### src/rtl/pkt_buf_wr_ctrl.sv
// ---------------------------------------------------------------------------
// pkt_buf_wr_ctrl
//   Write side of the packet buffer. Takes 9-bit words from the GMII
//   head/tail marking stage (bit8 = frame boundary, bits7:0 = byte). It
//   writes whole frames into the data FIFO and pushes one {err, len}
//   descriptor per accepted frame. Admission is decided once per frame, on
//   its head word. Frames that do not fit are dropped whole, and oversize
//   frames are cut at MAX_PKT_LEN. The block also counts received and
//   dropped frames.
//
// Ports
//   i_clk, i_rst_n    clock, asynchronous active-low reset
//   i_data_wr         input word valid
//   iv_data           {boundary flag, byte}
//   iv_fifo_usedw     data FIFO fill level
//   i_desc_full       descriptor FIFO full
//   ov_fifo_wdata     data FIFO write word
//   o_fifo_wr         data FIFO write enable (one pulse per word)
//   ov_desc           {err, len[10:0]}; holds its value between pulses
//   o_desc_wr         descriptor FIFO write enable (one pulse per frame)
//   ov_rx_pkt_cnt     accepted frames, wrapping
//   ov_drop_pkt_cnt   dropped frames, wrapping
//
// State  | meaning
// -------+--------------------------------------------------------------
// IDLE   | waiting for a head word; non-head words are ignored
// WRITE  | accepted frame in progress, every word goes to the FIFO
// DROP   | frame refused at its head, discard up to and including tail
// FLUSH  | frame already truncated and described, discard remainder
// ---------------------------------------------------------------------------
module pkt_buf_wr_ctrl #(
  parameter int USEDW_W      = 11,
  parameter int MAX_PKT_LEN  = 1536,
  parameter int SPACE_MARGIN = 2
) (
  input  logic               i_clk,
  input  logic               i_rst_n,
  input  logic               i_data_wr,
  input  logic [8:0]         iv_data,
  input  logic [USEDW_W-1:0] iv_fifo_usedw,
  input  logic               i_desc_full,
  output logic [8:0]         ov_fifo_wdata,
  output logic               o_fifo_wr,
  output logic [11:0]        ov_desc,
  output logic               o_desc_wr,
  output logic [15:0]        ov_rx_pkt_cnt,
  output logic [15:0]        ov_drop_pkt_cnt
);

  localparam int          FIFO_DEPTH = 1 << USEDW_W;
  localparam logic [31:0] NEED_WORDS = 32'(MAX_PKT_LEN + SPACE_MARGIN);
  // The descriptor carries an 11-bit length, so MAX_PKT_LEN must stay <= 2047.
  localparam logic [10:0] LEN_MAX    = 11'(MAX_PKT_LEN);
  localparam logic [10:0] LEN_LAST   = 11'(MAX_PKT_LEN - 1);

  typedef enum logic [1:0] {
    IDLE  = 2'd0,
    WRITE = 2'd1,
    DROP  = 2'd2,
    FLUSH = 2'd3
  } state_t;

  state_t      state;
  logic [10:0] len;
  logic [31:0] free_words;
  logic        admit;
  logic        bnd_word;

  // usedw never exceeds DEPTH-1, so this cannot underflow. The margin
  // covers the FIFO's usedw lagging behind our own recent writes.
  assign free_words = 32'(FIFO_DEPTH - 1) - 32'(iv_fifo_usedw);
  assign admit      = (free_words >= NEED_WORDS) && !i_desc_full;
  assign bnd_word   = i_data_wr && iv_data[8];

  always_ff @(posedge i_clk or negedge i_rst_n) begin
    if (!i_rst_n) begin
      state           <= IDLE;
      len             <= '0;
      ov_fifo_wdata   <= '0;
      o_fifo_wr       <= 1'b0;
      ov_desc         <= '0;
      o_desc_wr       <= 1'b0;
      ov_rx_pkt_cnt   <= '0;
      ov_drop_pkt_cnt <= '0;
    end else begin
      o_fifo_wr <= 1'b0;
      o_desc_wr <= 1'b0;
      case (state)
        IDLE: begin
          if (bnd_word) begin
            if (admit) begin
              ov_fifo_wdata <= iv_data;
              o_fifo_wr     <= 1'b1;
              len           <= 11'd1;
              state         <= WRITE;
            end else begin
              state <= DROP;
            end
          end
        end

        WRITE: begin
          if (i_data_wr) begin
            o_fifo_wr <= 1'b1;
            if (iv_data[8]) begin
              // A tail at len == MAX-1 lands here too: exactly full, no error.
              ov_fifo_wdata <= iv_data;
              ov_desc       <= {1'b0, len + 11'd1};
              o_desc_wr     <= 1'b1;
              ov_rx_pkt_cnt <= ov_rx_pkt_cnt + 16'd1;
              len           <= '0;
              state         <= IDLE;
            end else if (len == LEN_LAST) begin
              // Last word that fits. Mark it as the boundary so the reader
              // sees a terminated frame, then describe it as truncated.
              ov_fifo_wdata <= {1'b1, iv_data[7:0]};
              ov_desc       <= {1'b1, LEN_MAX};
              o_desc_wr     <= 1'b1;
              ov_rx_pkt_cnt <= ov_rx_pkt_cnt + 16'd1;
              len           <= LEN_MAX;
              state         <= FLUSH;
            end else begin
              ov_fifo_wdata <= iv_data;
              len           <= len + 11'd1;
            end
          end
        end

        DROP: begin
          if (bnd_word) begin
            ov_drop_pkt_cnt <= ov_drop_pkt_cnt + 16'd1;
            state           <= IDLE;
          end
        end

        FLUSH: begin
          if (bnd_word) begin
            len   <= '0;
            state <= IDLE;
          end
        end

        default: begin
          len   <= '0;
          state <= IDLE;
        end
      endcase
    end
  end

endmodule

### config.mk
export PLATFORM = sky130hd
export DESIGN_NAME = pkt_buf_wr_ctrl
export DESIGN_NICKNAME = d
export VERILOG_FILES = /design/src/rtl/pkt_buf_wr_ctrl.sv
export SDC_FILE = /design/constraint.sdc
export NUM_CORES = 1
export LEC_CHECK = 0
export CORE_MARGIN = 3
export CORE_UTILIZATION = 46
export CTS_CLUSTER_DIAMETER = 150
export CTS_CLUSTER_SIZE = 24
export DETAILED_ROUTE_END_ITERATION = 10
export HOLD_SLACK_MARGIN = 0.06
export PLACE_DENSITY = 0.75
export SLEW_MARGIN = 40
export SYNTH_ARGS = -nofsm -noshare
export SYNTH_HDL_FRONTEND = slang
export SYNTH_SLANG_ARGS = --single-unit
### constraint.sdc
create_clock -name i_clk -period 2.14 [get_ports i_clk]
set_clock_uncertainty 0.15 [all_clocks]
set_input_delay 0.428 -clock i_clk [delete_from_list [all_inputs] [get_ports i_clk]]
set_output_delay 0.428 -clock i_clk [all_outputs]
set_load 0.05 [all_outputs]
==> flow_summary_export.csv, run 1 <==
group,metric,value,unit
logic_synthesis,synthArstFlopShare,100,%
worst_setup_path,crit_family,"buffers and inverters",
floorplan,die_w,90.8,um
routing,wl_per_cell,14.7,um
power_and_ir_drop,p_per_area,957,mW/mm^2
logic_synthesis,synth_seq_cells,68,
min_path,whs_path_depth,1,
logic_synthesis,synth_area,0.00331,mm^2
clocking,cts_tree,"done",
clocking,h-tree-depth,3,
final_layout,fin_area,0.00462,mm^2
clocking,clockBufferDepth,2,
sta,setup_tns,0,ps
routing,post-route-drc-count,0,
placed_design,finalWeightedCongestion,0.870,
logic_synthesis,syn_nets,316,
sta,fmax,0.480,GHz
sta,fin_crit_sh,97.3,%
global_route,grt_pass1_vias,2680,
global_route,grt_overflow,0,
worst_setup_path,path_buf_inv,1,
logic_synthesis,yosysUniqueCellTypes,54,
worst_setup_path,worstReg2RegEnd,"ov_rx_pkt_cnt[12]$_DFFE_PN0P_",
global_route,grt_antenna_before_repair,0,
power_and_ir_drop,ir_worst_vdd,929,uV
worst_setup_path,max_stage_delay,800,ps
logic_synthesis,synth_area_leaders,"dfrtp_1 (51%), xor2_1 (5.3%), xnor2_1 (5.0%)",
worst_setup_path,cpMaxStageDelayCell,"clkdlybuf4s50_1",
routing,highest_layer,"met4",
logic_synthesis,synth.top_cell.area_share,51.5,%
placed_design,place_area,0.00435,mm^2
power_and_ir_drop,leakagePower,2.20,nW
global_route,grtUsageTotal,18.2,%
sta,slew_viol_final,0,
floorplan,die-area,0.00824,mm^2
job,maxCapViolCount,0,
status,outcome,"finished clean",
worst_setup_path,cp_data_arrival_time,1500,ps
sta,hold_violations,0,
floorplan,pin_count,79,
routing,wl_met2,3.62,mm
sta,hold_slack,318,ps
logic_synthesis,postSynthCellCount,289,
min_path,hold_class,"flop to flop",
sta,setup_violations,0,
logic_synthesis,synth_edf_count,0,
routing,wirelength,7.38,mm
sta,layout_min_cycle_time,2080,ps
worst_setup_path,crit_path_start_kind,"flop",
worst_setup_path,critPathKind,"flop to output port",
logic_synthesis,yosys_warnings,0,
clocking,insertion_delay,350,ps
worst_setup_path,crit_required,1560,ps
final_layout,final_common_cell,"dfrtp_1",
placed_design,port_buffers,77,
min_path,hold_path_end,"ov_drop_pkt_cnt[15]$_DFFE_PN0P_",
global_route,grt_start_max_net_pins,69,
logic_synthesis,yosysTopAreaCell,"dfrtp_1",
routing,drt-initial-drc-count,124,
clocking,cts.clk_slew.worst_paths,80,ps
routing,avgViaCountPerCell,5.32,
floorplan,die_y,90.8,um
placed_design,dp_cells,485,
min_path,min-delay-start,"ov_drop_pkt_cnt[15]$_DFFE_PN0P_",
floorplan,num_rows,30,
placed_design,dp_hpwl,5.22,mm
worst_setup_path,cp-end-kind,"output port",
sta,slew_headroom,65.6,%
logic_synthesis,seq_area_frac_synth,51.5,%
routing,wl_met3,441,um
worst_setup_path,reg2reg_depth,6,
final_layout,mostFrequentLayoutCells,"dfrtp_1 (67), buf_4 (56), clkdlybuf4s50_1 (35)",
clocking,cts_root_buf,"clkbuf_8",
floorplan,start_util,48.1,%
sta,rsz0062_at_grt,"false",
clocking,cts.sinks,68,
logic_synthesis,synth.avg_cell_area,11.4,um^2
final_layout,final_layout_size_suffix_gt1_share,25.1,%
floorplan,core_area,0.00687,mm^2
sta,max_slew.worst_pin.slew,515,ps
worst_setup_path,reg2reg_from,"len[1]$_DFFE_PN0P_",
final_layout,final_cells,502,
global_route,grt_first_pass_wirelength,12.2,mm
routing,first_pass_iters,4,
clocking,cts_buffers,9,
final_layout,area_delta_synth_final,39.9,%
routing,postRouteAntennaNets,0,
final_layout,diodes,0,
power_and_ir_drop,power,4.43,mW
worst_setup_path,path_max_fanout,2,
final_layout,fin_nets,428,
worst_setup_path,path_cells,"clkdlybuf4s50_1",
routing,drt-met1-wl,3.20,mm
logic_synthesis,ys.flop_type,"dfrtp_1",
worst_setup_path,regToRegSetupSlack,140,ps
routing,vias,2671,
[Yosys cell counts (3+ instances only)]
master,instances
nand2_1,22
xnor2_1,19
and4_1,6
xor2_1,20
a211oi_1,3
nor2_1,11
nand3_1,14
o22ai_1,5
buf_6,3
buf_2,5
nand4_1,13
o2bb2ai_1,13
mux2_2,9
o31ai_1,3
inv_1,9
nor3_1,4
o22a_1,3
nor3b_1,3
dfrtp_1,68
nor4_1,7
o21a_1,3
ha_1,3
[through the flow]
stage,setup WS (ps),util (%)
after global placement,-276,63.3
after CTS,4.96,66.7
final,58.3,67.3
after global routing,3.89,67.3
after floorplan,108,-
after detailed placement,-291,63.3
[flip-flops by register name (all words and copies together) (netlist names)]
| signal | cells |
|---|---|
| ov_drop_pkt_cnt | 16 |
| ov_rx_pkt_cnt | 16 |
| ov_desc | 12 |
| len | 11 |
| ov_fifo_wdata | 9 |
| state | 2 |
| o_desc_wr | 1 |
| o_fifo_wr | 1 |
[per-layer routing]
| metal | GRT usage (%) | vias up |
|---|---|---|
| met4 | 6.16 | 0 |
| met2 | 30.0 | 68 |
| met1 | 22.3 | 1302 |
| met5 | 0 | - |
| li1 | - | 1290 |
| met3 | 6.25 | 11 |
[kinds of logic after synthesis]
logic type / count (synthesis) / synth area share, %
adders and majority gates: 3 / 1.14
xor gates and xnor gates: 39 / 10.3
DFF: 68 / 51.5
and+or+nand+nor: 101 / 18.2
buffers and inverters: 22 / 3.60
AOI/OAI and AO/OA: 46 / 11.9
muxes: 10 / 3.37
[power breakdown]
group	leakage [nW]	switching [mW]	internal [mW]	total (mW)
Sequential	0.894	0.175	1.49	1.66
Clock	0.120	0.499	0.724	1.22
Combinational	1.18	0.973	0.567	1.54
Total	2.20	1.65	2.78	4.43
[how the worst max path moves through the flow]
| stage | from | to | slack [ps] | depth (start not counted) |
|---|---|---|---|---|
| 2_1_floorplan | ov_drop_pkt_cnt[0]$_DFFE_PN0P_ | ov_drop_pkt_cnt[14]$_DFFE_PN0P_ | 110 | 6 |
| 3_3_place_gp | iv_data[8] | len[5]$_DFFE_PN0P_ | -280 | 6 |
| 3_5_place_dp | iv_data[8] | len[5]$_DFFE_PN0P_ | -290 | 6 |
| 4_1_cts | ov_drop_pkt_cnt[3]$_DFFE_PN0P_ | ov_drop_pkt_cnt[3] | 5 | 1 |
| 5_1_grt | ov_desc[9]$_DFFE_PN0P_ | ov_desc[9] | 4 | 1 |
| 6_report | ov_desc[9]$_DFFE_PN0P_ | ov_desc[9] | 60 | 1 |
[worst register-to-register path, stage by stage (launching register included)]
cell and delay (ps):
dfrtp_1 410, ha_1 200, and4_2 330, a31oi_4 120
buf_12 170, nor4b_1 360, xor2_1 200
[repair_timing]
action / in CTS / in global routing
resized for setup: 9 / 13
hold buffers: 1 / 0
buffers inserted: 0 / 0
setup endpoints to repair: 9 / 19
hold endpoints to repair: 68 / 0
pin swaps: 0 / 1
gates cloned: 0 / 0
[area by class of cell]
type	instances	area (um^2)
fillers	537	2240
multi-input cells	199	1510
clock buffers	11	151
well taps	96	120
inverters	10	37.5
flip-flops and latches	68	1700
clock inverters	5	82.6
repair buffers	113	1020
Power figures use the tool's default switching activity.
==> inputs of run 2 (changes only) <==
==> constraint.sdc (replaced) <==
create_clock -name i_clk -period 2.14 [get_ports i_clk]
set_clock_uncertainty 0.15 [all_clocks]
set_input_delay 0.214 -clock i_clk [delete_from_list [all_inputs] [get_ports i_clk]]
set_output_delay 0.214 -clock i_clk [all_outputs]
set_load 0.05 [all_outputs]
==> run 2 against run 1 <==
Sequential power barely moved; combinational power is essentially flat; cell count shrank 1.0%; sequential share of layout area rose by 0.39 points; worst setup slack improved by 58 ps; clock-buffer cell count fell by 1; register-to-register slack is essentially flat; non-clock buffer count decreased by 5; critical path type unchanged.
==> flow_summary_export.csv, run 2 (synthesis gave the netlist of run 1 again) <==
group,metric,value,unit
worst_setup_path,cp-end-kind,"output port",
floorplan,die-area,0.00824,mm^2
final_layout,utilization,66.6,%
power_and_ir_drop,leakagePower,1.95,nW
placed_design,finalWeightedCongestion,0.859,
routing,vias,2662,
worst_setup_path,critPathKind,"flop to output port",
sta,fin_crit_sh,94.6,%
final_layout,fin_area,0.00457,mm^2
placed_design,place_area,0.00436,mm^2
sta,fmax,0.494,GHz
final_layout,mostFrequentLayoutCells,"clkdlybuf4s50_1 (76), dfrtp_1 (68), buf_4 (28)",
worst_setup_path,reg2reg_from,"len[1]$_DFFE_PN0P_",
worst_setup_path,cp_data_arrival_time,1660,ps
routing,avgViaCountPerCell,5.36,
global_route,grt_first_pass_wirelength,12.4,mm
routing,postRouteAntennaNets,0,
worst_setup_path,reg2reg_depth,6,
placed_design,dp_cells,480,
floorplan,die_w,90.8,um
power_and_ir_drop,power,4.28,mW
clocking,h-tree-depth,3,
worst_setup_path,crit_required,1780,ps
global_route,grt_overflow,0,
clocking,cts.clk_slew.worst_paths,80,ps
global_route,grt_pass1_vias,2759,
floorplan,die_y,90.8,um
final_layout,area_delta_synth_final,38.3,%
worst_setup_path,crit_family,"buffers and inverters",
final_layout,fillers,551,
final_layout,seq_area,0.00170,mm^2
power_and_ir_drop,ir_worst_vdd,674,uV
clocking,cts_root_buf,"clkbuf_8",
job,maxCapViolCount,0,
floorplan,num_rows,30,
routing,first_pass_iters,4,
clocking,insertion_delay,340,ps
worst_setup_path,path_buf_inv,1,
clocking,cts_buffers,9,
final_layout,diodes,0,
final_layout,final_cells,497,
worst_setup_path,worstReg2RegEnd,"ov_rx_pkt_cnt[8]$_DFFE_PN0P_",
final_layout,reg_top3,"ov_drop_pkt_cnt x16, ov_rx_pkt_cnt x16, ov_desc x12",
sta,max_slew.worst_pin.slew,516,ps
worst_setup_path,crit_path_start_kind,"flop",
floorplan,pin_count,79,
floorplan,start_util,48.1,%
min_path,hold_class,"input port to async pin",
final_layout,fin_nets,423,
global_route,grt_start_max_net_pins,39,
routing,post-route-drc-count,0,
final_layout,final_layout_size_suffix_gt1_share,17.2,%
sta,slew_headroom,65.5,%
sta,setup_violations,0,
worst_setup_path,max_stage_delay,850,ps
floorplan,core_area,0.00687,mm^2
worst_setup_path,regToRegSetupSlack,130,ps
clocking,cts_setup_buffers,0,
routing,wirelength,7.21,mm
clocking,cts_tree,"done",
power_and_ir_drop,p_per_area,936,mW/mm^2
clocking,cts.sinks,68,
sta,layout_min_cycle_time,2020,ps
routing,drt-initial-drc-count,111,
sta,slew_viol_final,0,
status,outcome,"finished clean",
routing,wl_per_cell,14.5,um
sta,rsz0062_at_grt,"false",
placed_design,dp_hpwl,5.20,mm
final_layout,final_common_cell,"clkdlybuf4s50_1",
global_route,grt_antenna_before_repair,0,
global_route,grtUsageTotal,18.4,%
sta,hold_slack,287,ps
sta,hold_violations,0,
worst_setup_path,path_max_fanout,7,
placed_design,port_buffers,77,
worst_setup_path,path_cells,"clkdlybuf4s50_1",
final_layout,multi_input_area,0.00149,mm^2
clocking,clockBufferDepth,2,
worst_setup_path,cpMaxStageDelayCell,"clkdlybuf4s50_1",
## run 2: cell types whose count changed in the layout (fill, tap and decap cells not counted), moves of 2 or more
| cell | before | now |
|---|---|---|
| clkinvlp_4 | 0 | 2 |
| buf_4 | 56 | 28 |
| clkdlybuf4s50_1 | 35 | 76 |
| dlygate4sd2_1 | 9 | 0 |
| dlymetal6s2s_1 | 8 | 0 |
## run 2: worst max-delay path by stage
stage,from,end,slack (ps),cells after the start
after floorplan,ov_drop_pkt_cnt[0]$_DFFE_PN0P_,ov_drop_pkt_cnt[14]$_DFFE_PN0P_,110,6
after global routing,len[1]$_DFFE_PN0P_,ov_rx_pkt_cnt[11]$_DFFE_PN0P_,40,6
after global placement,iv_data[8],len[5]$_DFFE_PN0P_,-60,6
after CTS,len[1]$_DFFE_PN0P_,ov_rx_pkt_cnt[12]$_DFFE_PN0P_,80,6
after detailed placement,iv_data[8],len[5]$_DFFE_PN0P_,-80,6
final,ov_drop_pkt_cnt[6]$_DFFE_PN0P_,ov_drop_pkt_cnt[6],120,1
## run 2: layout make-up
class	count	area share, %
clock buffers	10	3.01
clock inverters	6	1.40
inverters	10	0.821
multi-input cells	199	32.5
flip-flops and latches	68	37.2
well taps	96	2.63
repair buffers	108	22.4
## run 2: per-layer routing
metal	up-vias	global-route usage [%]	share of wire, %
met5	-	0	0
met4	0	8.42	2.0
met3	15	4.42	4.9
met2	73	29.8	48
met1	1295	23.3	46
li1	1279	-	-
## run 2: power breakdown
part / switching [mW] / internal (mW) / total [mW]
sequential: 0.169 / 1.49 / 1.66
clock: 0.495 / 0.567 / 1.06
combinational: 0.973 / 0.588 / 1.56
total: 1.64 / 2.64 / 4.28
## run 2: metrics by stage
stage	setup slack, ps	TNS [ps]
floorplan	108	0
global placement	-60.7	-244
detailed placement	-77.3	-415
CTS	83.6	0
global route	43.3	0
finish	116	0
## run 2: timing repair
action,CTS,global route
setup endpoints to repair,0,3
hold buffers,1,0
endpoints found under the hold margin,68,0
resized for setup,0,1
